**src/rtl/id_ex_stage_if.sv**
```systemverilog
// id_ex_stage_if : signal bundle between the decoder side and the ID/EX stage.
//   master : decoder / hazard-resolution side (drives id_*, flush, hold;
//            observes ex_*, stall and, when ID_EX_PERF_CNT_EN is defined,
//            the perf counters)
//   slave  : the id_ex_stage pipeline register itself
// Parameters: DW datapath width, RW register-number width.
interface id_ex_stage_if #(
  parameter int DW = 32,
  parameter int RW = 5
);
  logic          id_RegWrite, id_MemToReg, id_MemWrite, id_BranchEq;
  logic          id_Jump, id_ALUSrc, id_RegDst, id_LoadCtrl;
  logic [2:0]    id_ALUc;
  logic [DW-1:0] id_pc4, id_rs_data, id_rt_data, id_imm;
  logic [RW-1:0] id_rs, id_rt, id_rd;
  logic          flush, hold;

  logic          ex_RegWrite, ex_MemToReg, ex_MemWrite, ex_BranchEq;
  logic          ex_Jump, ex_ALUSrc, ex_RegDst, ex_LoadCtrl;
  logic [2:0]    ex_ALUc;
  logic [DW-1:0] ex_pc4, ex_rs_data, ex_rt_data, ex_imm;
  logic [RW-1:0] ex_rs, ex_rt, ex_wreg;
  logic          ex_valid;
  logic          stall;
`ifdef ID_EX_PERF_CNT_EN
  logic [31:0]   perf_stall_cnt, perf_flush_cnt;
`endif

  modport master (
    output id_RegWrite, id_MemToReg, id_MemWrite, id_BranchEq, id_Jump,
           id_ALUSrc, id_RegDst, id_LoadCtrl, id_ALUc, id_pc4, id_rs_data,
           id_rt_data, id_imm, id_rs, id_rt, id_rd, flush, hold,
    input  ex_RegWrite, ex_MemToReg, ex_MemWrite, ex_BranchEq, ex_Jump,
           ex_ALUSrc, ex_RegDst, ex_LoadCtrl, ex_ALUc, ex_pc4, ex_rs_data,
           ex_rt_data, ex_imm, ex_rs, ex_rt, ex_wreg, ex_valid, stall
`ifdef ID_EX_PERF_CNT_EN
    , input perf_stall_cnt, perf_flush_cnt
`endif
  );

  modport slave (
    input  id_RegWrite, id_MemToReg, id_MemWrite, id_BranchEq, id_Jump,
           id_ALUSrc, id_RegDst, id_LoadCtrl, id_ALUc, id_pc4, id_rs_data,
           id_rt_data, id_imm, id_rs, id_rt, id_rd, flush, hold,
    output ex_RegWrite, ex_MemToReg, ex_MemWrite, ex_BranchEq, ex_Jump,
           ex_ALUSrc, ex_RegDst, ex_LoadCtrl, ex_ALUc, ex_pc4, ex_rs_data,
           ex_rt_data, ex_imm, ex_rs, ex_rt, ex_wreg, ex_valid, stall
`ifdef ID_EX_PERF_CNT_EN
    , output perf_stall_cnt, perf_flush_cnt
`endif
  );
endinterface

```
**src/rtl/id_ex_stage.sv**
```systemverilog
// id_ex_stage : ID/EX pipeline register with load-use hazard detection and
// bubble/flush insertion.
// Ports:
//   clk    rising-edge clock
//   rst_n  asynchronous active-low reset
//   bus    id_ex_stage_if.slave: id_* decoded word in, flush/hold controls in,
//          registered ex_* word out, ex_valid out, combinational stall out
// Optional feature macro: ID_EX_PERF_CNT_EN adds perf_stall_cnt and
// perf_flush_cnt (32-bit wrapping event counters) to the bus.
//
// state    | meaning
// ---------+----------------------------------------------------------
// S_RUN    | last non-held edge captured the ID instruction
// S_BUBBLE | last non-held edge loaded a bubble (flush or load-use)
module id_ex_stage #(
  parameter int DW = 32,
  parameter int RW = 5
) (
  input  logic          clk,
  input  logic          rst_n,
  id_ex_stage_if.slave  bus
);

  typedef enum logic {S_RUN = 1'b0, S_BUBBLE = 1'b1} state_t;

  typedef struct packed {
    logic          reg_write;
    logic          mem_to_reg;
    logic          mem_write;
    logic          branch_eq;
    logic          jump;
    logic          alu_src;
    logic          reg_dst;
    logic          load_ctrl;
    logic [2:0]    alu_c;
    logic [DW-1:0] pc4;
    logic [DW-1:0] rs_data;
    logic [DW-1:0] rt_data;
    logic [DW-1:0] imm;
    logic [RW-1:0] rs;
    logic [RW-1:0] rt;
    logic [RW-1:0] wreg;
    logic          valid;
  } ex_word_t;

  state_t   state_q, state_d;
  ex_word_t ex_q, id_word;
  logic     uses_rt, luh, load_bubble, stall_raw;

  always_comb begin
    id_word            = '0;
    id_word.reg_write  = bus.id_RegWrite;
    id_word.mem_to_reg = bus.id_MemToReg;
    id_word.mem_write  = bus.id_MemWrite;
    id_word.branch_eq  = bus.id_BranchEq;
    id_word.jump       = bus.id_Jump;
    id_word.alu_src    = bus.id_ALUSrc;
    id_word.reg_dst    = bus.id_RegDst;
    id_word.load_ctrl  = bus.id_LoadCtrl;
    id_word.alu_c      = bus.id_ALUc;
    id_word.pc4        = bus.id_pc4;
    id_word.rs_data    = bus.id_rs_data;
    id_word.rt_data    = bus.id_rt_data;
    id_word.imm        = bus.id_imm;
    id_word.rs         = bus.id_rs;
    id_word.rt         = bus.id_rt;
    id_word.wreg       = bus.id_RegDst ? bus.id_rt : bus.id_rd;
    id_word.valid      = 1'b1;
  end

  // Only rs/rt/ALUSrc/MemWrite of the ID word reach the hazard compare.
  assign uses_rt = ~bus.id_ALUSrc | bus.id_MemWrite;
  assign luh = ex_q.valid & ex_q.mem_to_reg & (ex_q.wreg != '0) &
               ((ex_q.wreg == bus.id_rs) | (uses_rt & (ex_q.wreg == bus.id_rt)));

  always_comb begin
    state_d     = state_q;
    load_bubble = 1'b0;
    stall_raw   = 1'b0;
    if (bus.hold) begin
      stall_raw = 1'b1;
    end else if (bus.flush) begin
      load_bubble = 1'b1;
      state_d     = S_BUBBLE;
    end else if (luh) begin
      load_bubble = 1'b1;
      stall_raw   = 1'b1;
      state_d     = S_BUBBLE;
    end else begin
      state_d = S_RUN;
    end
  end

  // A held reset must not freeze the front end.
  assign bus.stall = stall_raw & rst_n;

  always_ff @(posedge clk or negedge rst_n) begin
    if (!rst_n) begin
      state_q <= S_RUN;
      ex_q    <= '0;
    end else if (!bus.hold) begin
      state_q <= state_d;
      ex_q    <= load_bubble ? '0 : id_word;
    end
  end

  assign bus.ex_RegWrite = ex_q.reg_write;
  assign bus.ex_MemToReg = ex_q.mem_to_reg;
  assign bus.ex_MemWrite = ex_q.mem_write;
  assign bus.ex_BranchEq = ex_q.branch_eq;
  assign bus.ex_Jump     = ex_q.jump;
  assign bus.ex_ALUSrc   = ex_q.alu_src;
  assign bus.ex_RegDst   = ex_q.reg_dst;
  assign bus.ex_LoadCtrl = ex_q.load_ctrl;
  assign bus.ex_ALUc     = ex_q.alu_c;
  assign bus.ex_pc4      = ex_q.pc4;
  assign bus.ex_rs_data  = ex_q.rs_data;
  assign bus.ex_rt_data  = ex_q.rt_data;
  assign bus.ex_imm      = ex_q.imm;
  assign bus.ex_rs       = ex_q.rs;
  assign bus.ex_rt       = ex_q.rt;
  assign bus.ex_wreg     = ex_q.wreg;
  assign bus.ex_valid    = ex_q.valid;

`ifdef ID_EX_PERF_CNT_EN
  logic [31:0] perf_stall_q, perf_flush_q;

  // Flush wins over luh, so a flushed hazard is not counted as a stall.
  always_ff @(posedge clk or negedge rst_n) begin
    if (!rst_n) begin
      perf_stall_q <= '0;
      perf_flush_q <= '0;
    end else if (!bus.hold) begin
      if (bus.flush) perf_flush_q <= perf_flush_q + 32'd1;
      else if (luh)  perf_stall_q <= perf_stall_q + 32'd1;
    end
  end

  assign bus.perf_stall_cnt = perf_stall_q;
  assign bus.perf_flush_cnt = perf_flush_q;
`endif

endmodule

```
**src/flat_wrapper.sv**
```systemverilog
// flat-port wrapper written by rule: the top's interface ports become plain ports
module id_ex_stage_flat 
#(
  parameter int DW = 32,
  parameter int RW = 5
)
  (clk, rst_n, bus_id_RegWrite, bus_id_MemToReg, bus_id_MemWrite, bus_id_BranchEq, bus_id_Jump, bus_id_ALUSrc, bus_id_RegDst, bus_id_LoadCtrl, bus_id_ALUc, bus_id_pc4, bus_id_rs_data, bus_id_rt_data, bus_id_imm, bus_id_rs, bus_id_rt, bus_id_rd, bus_flush, bus_hold, bus_ex_RegWrite, bus_ex_MemToReg, bus_ex_MemWrite, bus_ex_BranchEq, bus_ex_Jump, bus_ex_ALUSrc, bus_ex_RegDst, bus_ex_LoadCtrl, bus_ex_ALUc, bus_ex_pc4, bus_ex_rs_data, bus_ex_rt_data, bus_ex_imm, bus_ex_rs, bus_ex_rt, bus_ex_wreg, bus_ex_valid, bus_stall);
  id_ex_stage_if #(.DW(DW), .RW(RW)) bus_i ();
  input  logic clk;
  input  logic rst_n;
  input wire logic [$bits(bus_i.id_RegWrite)-1:0] bus_id_RegWrite;
  input wire logic [$bits(bus_i.id_MemToReg)-1:0] bus_id_MemToReg;
  input wire logic [$bits(bus_i.id_MemWrite)-1:0] bus_id_MemWrite;
  input wire logic [$bits(bus_i.id_BranchEq)-1:0] bus_id_BranchEq;
  input wire logic [$bits(bus_i.id_Jump)-1:0] bus_id_Jump;
  input wire logic [$bits(bus_i.id_ALUSrc)-1:0] bus_id_ALUSrc;
  input wire logic [$bits(bus_i.id_RegDst)-1:0] bus_id_RegDst;
  input wire logic [$bits(bus_i.id_LoadCtrl)-1:0] bus_id_LoadCtrl;
  input wire logic [$bits(bus_i.id_ALUc)-1:0] bus_id_ALUc;
  input wire logic [$bits(bus_i.id_pc4)-1:0] bus_id_pc4;
  input wire logic [$bits(bus_i.id_rs_data)-1:0] bus_id_rs_data;
  input wire logic [$bits(bus_i.id_rt_data)-1:0] bus_id_rt_data;
  input wire logic [$bits(bus_i.id_imm)-1:0] bus_id_imm;
  input wire logic [$bits(bus_i.id_rs)-1:0] bus_id_rs;
  input wire logic [$bits(bus_i.id_rt)-1:0] bus_id_rt;
  input wire logic [$bits(bus_i.id_rd)-1:0] bus_id_rd;
  input wire logic [$bits(bus_i.flush)-1:0] bus_flush;
  input wire logic [$bits(bus_i.hold)-1:0] bus_hold;
  output wire logic [$bits(bus_i.ex_RegWrite)-1:0] bus_ex_RegWrite;
  output wire logic [$bits(bus_i.ex_MemToReg)-1:0] bus_ex_MemToReg;
  output wire logic [$bits(bus_i.ex_MemWrite)-1:0] bus_ex_MemWrite;
  output wire logic [$bits(bus_i.ex_BranchEq)-1:0] bus_ex_BranchEq;
  output wire logic [$bits(bus_i.ex_Jump)-1:0] bus_ex_Jump;
  output wire logic [$bits(bus_i.ex_ALUSrc)-1:0] bus_ex_ALUSrc;
  output wire logic [$bits(bus_i.ex_RegDst)-1:0] bus_ex_RegDst;
  output wire logic [$bits(bus_i.ex_LoadCtrl)-1:0] bus_ex_LoadCtrl;
  output wire logic [$bits(bus_i.ex_ALUc)-1:0] bus_ex_ALUc;
  output wire logic [$bits(bus_i.ex_pc4)-1:0] bus_ex_pc4;
  output wire logic [$bits(bus_i.ex_rs_data)-1:0] bus_ex_rs_data;
  output wire logic [$bits(bus_i.ex_rt_data)-1:0] bus_ex_rt_data;
  output wire logic [$bits(bus_i.ex_imm)-1:0] bus_ex_imm;
  output wire logic [$bits(bus_i.ex_rs)-1:0] bus_ex_rs;
  output wire logic [$bits(bus_i.ex_rt)-1:0] bus_ex_rt;
  output wire logic [$bits(bus_i.ex_wreg)-1:0] bus_ex_wreg;
  output wire logic [$bits(bus_i.ex_valid)-1:0] bus_ex_valid;
  output wire logic [$bits(bus_i.stall)-1:0] bus_stall;
  assign bus_i.id_RegWrite = bus_id_RegWrite;
  assign bus_i.id_MemToReg = bus_id_MemToReg;
  assign bus_i.id_MemWrite = bus_id_MemWrite;
  assign bus_i.id_BranchEq = bus_id_BranchEq;
  assign bus_i.id_Jump = bus_id_Jump;
  assign bus_i.id_ALUSrc = bus_id_ALUSrc;
  assign bus_i.id_RegDst = bus_id_RegDst;
  assign bus_i.id_LoadCtrl = bus_id_LoadCtrl;
  assign bus_i.id_ALUc = bus_id_ALUc;
  assign bus_i.id_pc4 = bus_id_pc4;
  assign bus_i.id_rs_data = bus_id_rs_data;
  assign bus_i.id_rt_data = bus_id_rt_data;
  assign bus_i.id_imm = bus_id_imm;
  assign bus_i.id_rs = bus_id_rs;
  assign bus_i.id_rt = bus_id_rt;
  assign bus_i.id_rd = bus_id_rd;
  assign bus_i.flush = bus_flush;
  assign bus_i.hold = bus_hold;
  assign bus_ex_RegWrite = bus_i.ex_RegWrite;
  assign bus_ex_MemToReg = bus_i.ex_MemToReg;
  assign bus_ex_MemWrite = bus_i.ex_MemWrite;
  assign bus_ex_BranchEq = bus_i.ex_BranchEq;
  assign bus_ex_Jump = bus_i.ex_Jump;
  assign bus_ex_ALUSrc = bus_i.ex_ALUSrc;
  assign bus_ex_RegDst = bus_i.ex_RegDst;
  assign bus_ex_LoadCtrl = bus_i.ex_LoadCtrl;
  assign bus_ex_ALUc = bus_i.ex_ALUc;
  assign bus_ex_pc4 = bus_i.ex_pc4;
  assign bus_ex_rs_data = bus_i.ex_rs_data;
  assign bus_ex_rt_data = bus_i.ex_rt_data;
  assign bus_ex_imm = bus_i.ex_imm;
  assign bus_ex_rs = bus_i.ex_rs;
  assign bus_ex_rt = bus_i.ex_rt;
  assign bus_ex_wreg = bus_i.ex_wreg;
  assign bus_ex_valid = bus_i.ex_valid;
  assign bus_stall = bus_i.stall;
  id_ex_stage #(.DW(DW), .RW(RW)) u_core (.clk(clk), .rst_n(rst_n), .bus(bus_i));
endmodule
```
**config.mk**
```make
export PLATFORM = sky130hd
export DESIGN_NAME = id_ex_stage_flat
export DESIGN_NICKNAME = d
export VERILOG_FILES = /design/src/rtl/id_ex_stage_if.sv /design/src/rtl/id_ex_stage.sv /design/src/flat_wrapper.sv
export SDC_FILE = /design/constraint.sdc
export NUM_CORES = 1
export LEC_CHECK = 0
export BUFFER_PORTS_ARGS = -buffer_cell sky130_fd_sc_hd__buf_2
export CAP_MARGIN = 40
export CORE_MARGIN = 5
export CORE_UTILIZATION = 30
export CTS_CLUSTER_SIZE = 25
export DETAILED_ROUTE_END_ITERATION = 10
export GPL_TIMING_DRIVEN = 0
export PLACE_DENSITY = 0.66
export SYNTH_ARGS = -nofsm -noshare
export SYNTH_HDL_FRONTEND = slang
export SYNTH_SLANG_ARGS = --single-unit
```
**constraint.sdc**
```tcl
create_clock -name clk -period 5 [get_ports clk]
set_input_delay 0.5 -clock clk [delete_from_list [all_inputs] [get_ports clk]]
set_output_delay 0.5 -clock clk [all_outputs]
set_load 0.05 [all_outputs]
```
==> run_results.csv <==
group,metric,value,unit
clock_network,insertion_delay,430,ps
grt,overflow,0,
setup_path,crit_type,"flip-flop to output pin",
layout,final_cells,1401,
synth,ys.flop_type,"dfrtp_1",
clock_network,cts_resized,0,
synth,synth_edf_count,0,
floorplanning,rows,57,
pwr,p_per_area,439,mW/mm²
hold_path,min_path_type,"input pin to asynchronous set/reset pin",
grt,grt_pass1_wl,40900,µm
timing,fmax,0.350,GHz
timing,fin_tns_setup,0,ps
clock_network,cts.sinks,155,
timing,layout_min_cycle_time,2860,ps
floorplanning,ioPinCount,314,
clock_network,clockRootBuffer,"clkbuf_16",
run,max_cap_viol_count,0,
timing,worst_clock_skew,27.6,ps
floorplanning,chipHeight,166,µm
floorplanning,start_util,0.302,
setup_path,cp.arrival,2360,ps
setup_path,slowest_delay,560,ps
setup_path,worstPathRequired,4500,ps
setup_path,cp-end-kind,"output pin",
grt,grt_pass1_vias,7226,
layout,final_common_cell,"buf_2",
clock_network,htree_levels,4,
timing,setup_ws,2140,ps
floorplanning,core-area,0.0240,mm²
run_status,status,"finished, final reports clean",
synth,synth_area_per_cell,9.91,µm²
layout,final_cell_mix,"buf_2, nand2_1, dfrtp_1, a32oi_1, o21ai_0",
setup_path,path_delay_family,"simple AND/OR/NAND/NOR gates",
grt,antenna_found_initial,2,
layout,layout-drive-gt1-share,0.344,
setup_path,worst-path-stages,6,
clock_network,clk_pin_slew,80,ps
synth,yosysWarningCount,0,
synth,synth_fp_nets,890,
route,dr.pass1.iters,5,
setup_path,cp_num_buf_inv,2,
setup_path,crit_path_start_kind,"flip-flop",
timing,timing.slew.headroom,0.548,
route,dr_total_vias,7520,
route,antenna_left,0,
synth,synth_cell_types,21,
layout,utilization,0.410,
route,viasPerCell,5.37,
clock_network,cts_buffers,17,
setup_path,critPathMaxFanout,10,
synth,ys_seq_area_frac,0.534,
placement,pre_cts_ws,2290,ps
route,wl_per_cell,19.2,µm
synth,synthArstFlopShare,1.00,
placement,hpwl,19000,µm
timing,slew_violations,0,
route,routed_wl,26900,µm
layout,nNetsFinal,1221,
clock_network,cts_buffer_depth,2,
route,drc,0,
synth,synthCells,732,
synth,yosys.area.top_type,"dfrtp_1",
timing,hold_viol,0,
placement,gp_congestion,0.818,
synth,synth-seq-cells,155,
clock_network,postCtsHoldBufs,0,
clock_network,post_cts_buffers,0,
synth,syn_area,0.00726,mm²
pwr,leakage,4.38,nW
layout,syn_to_final_growth,35.8,%
placement,place.port_buffers,311,
grt,grt_start_max_net_pins,82,
synth,synth_area_leaders,"dfrtp_1, a32oi_1, o21ai_0",
clock_network,cts_tree,"yes",
timing,setup_viol,0,
pwr,total_power,0.00433,W
layout,fillers,2398,
route,drtIter0Drc,733,
setup_path,cp_slowest_cell,"or4_1",
timing,rsz0062_at_grt,"false",
grt,grt.total_usage,0.189,
synth,synth_top_cell_area_share,0.534,
timing,worstMarginPinSlew,678,ps
pwr,peakVddDrop,0.000178,V
placement,dp.cells,1368,
floorplanning,die_area,0.0274,mm²
timing,finalCritPeriodShare,0.571,
setup_path,cp_cell_sequence,"or4_1 > o211ai_2 > buf_6 > nor3b_1 > a22o_1 > buf_2",
setup_path,worstRegToRegCells,6,
floorplanning,die_x,166,µm
sequential cells by signal, summed over array words and instances, names as in the netlist, 3 cells and up:
name,cells
u_core.bus.ex_imm,32
u_core.bus.ex_pc4,32
u_core.bus.ex_rs_data,32
u_core.bus.ex_rt_data,32
u_core.bus.ex_rs,5
u_core.bus.ex_rt,5
u_core.bus.ex_wreg,5
u_core.bus.ex_ALUc,3
kinds of logic (layout without fill, tap and decap cells):
kind of cell | Yosys count | in the layout | synth area share
DFF | 155 | 155 | 0.534
xor gates and xnor gates | 10 | 10 | 0.0121
AOI/OAI and AO/OA | 314 | 314 | 0.299
muxes | 5 | 5 | 0.00776
and+or+nand+nor | 160 | 160 | 0.0843
other | 0 | 1 | 0
buffers and inverters | 88 | 432 | 0.0628
power by group:
group | internal (W) | switching (W)
clock network | 0.000762 | 0.000587
logic | 0.000350 | 0.00108
registers | 0.00143 | 0.000114
Yosys cell counts, drive strengths merged, types with 5 or more instances:
cell type and count:
a32oi 154, buf 20, clkbuf 67, dfrtp 155, mux2 5, nand2 155, o21ai 155, xnor2 10
per-layer routing:
metal / GRT usage / wire (µm)
met1: 0.252 / 11500
met2: 0.309 / 13200
met3: 0.0447 / 1900
met4: 0.0521 / 349
met5: 0 / 20
final timing paths:
path / startpoint / slack, ps / to
max: u_core.bus.ex_wreg[3] / 2140 / bus_stall
min: rst_n / 60 / u_core.bus.ex_imm[7]
max reg2reg: u_core.bus.ex_wreg[4] / 2510 / u_core.bus.ex_rt_data[14]
min reg2reg: u_core.bus.ex_imm[27] / 490 / u_core.bus.ex_imm[27]
max in group asynchronous: rst_n / 4110 / u_core.bus.ex_RegDst
min in group clk: bus_flush / 300 / u_core.bus.ex_valid
area by class of cell:
class                           count  area [µm²]  area share
Timing Repair Buffer              312        1590       0.162
Buffer                             87         452      0.0458
Inverter                            1        3.75    0.000381
Sequential cell                   155        3880       0.393
Clock inverter                     14         160      0.0162
Tap cell                          324         405      0.0411
Multi-Input combinational cell    489        2920       0.296
Antenna cell                        1        2.50    0.000254
Clock buffer                       18         439      0.0445
worst reg2reg max path, cell delays in order (launching register included):
cell and delay [ps]:
dfrtp_1 460, xnor2_1 240, nand3_1 120, o22ai_1 320, clkbuf_1 570, clkbuf_1 460
o21ai_0 190
through the flow:
step           cell area [µm²]  hold WS (ps)
6_report                  9860          59.4
5_1_grt                   9860          86.6
4_1_cts                   9860          71.9
3_5_place_dp              9260           475
3_3_place_gp              9220           471
2_1_floorplan             7260           204
Note: power is estimated with default switching activity, not from simulation.
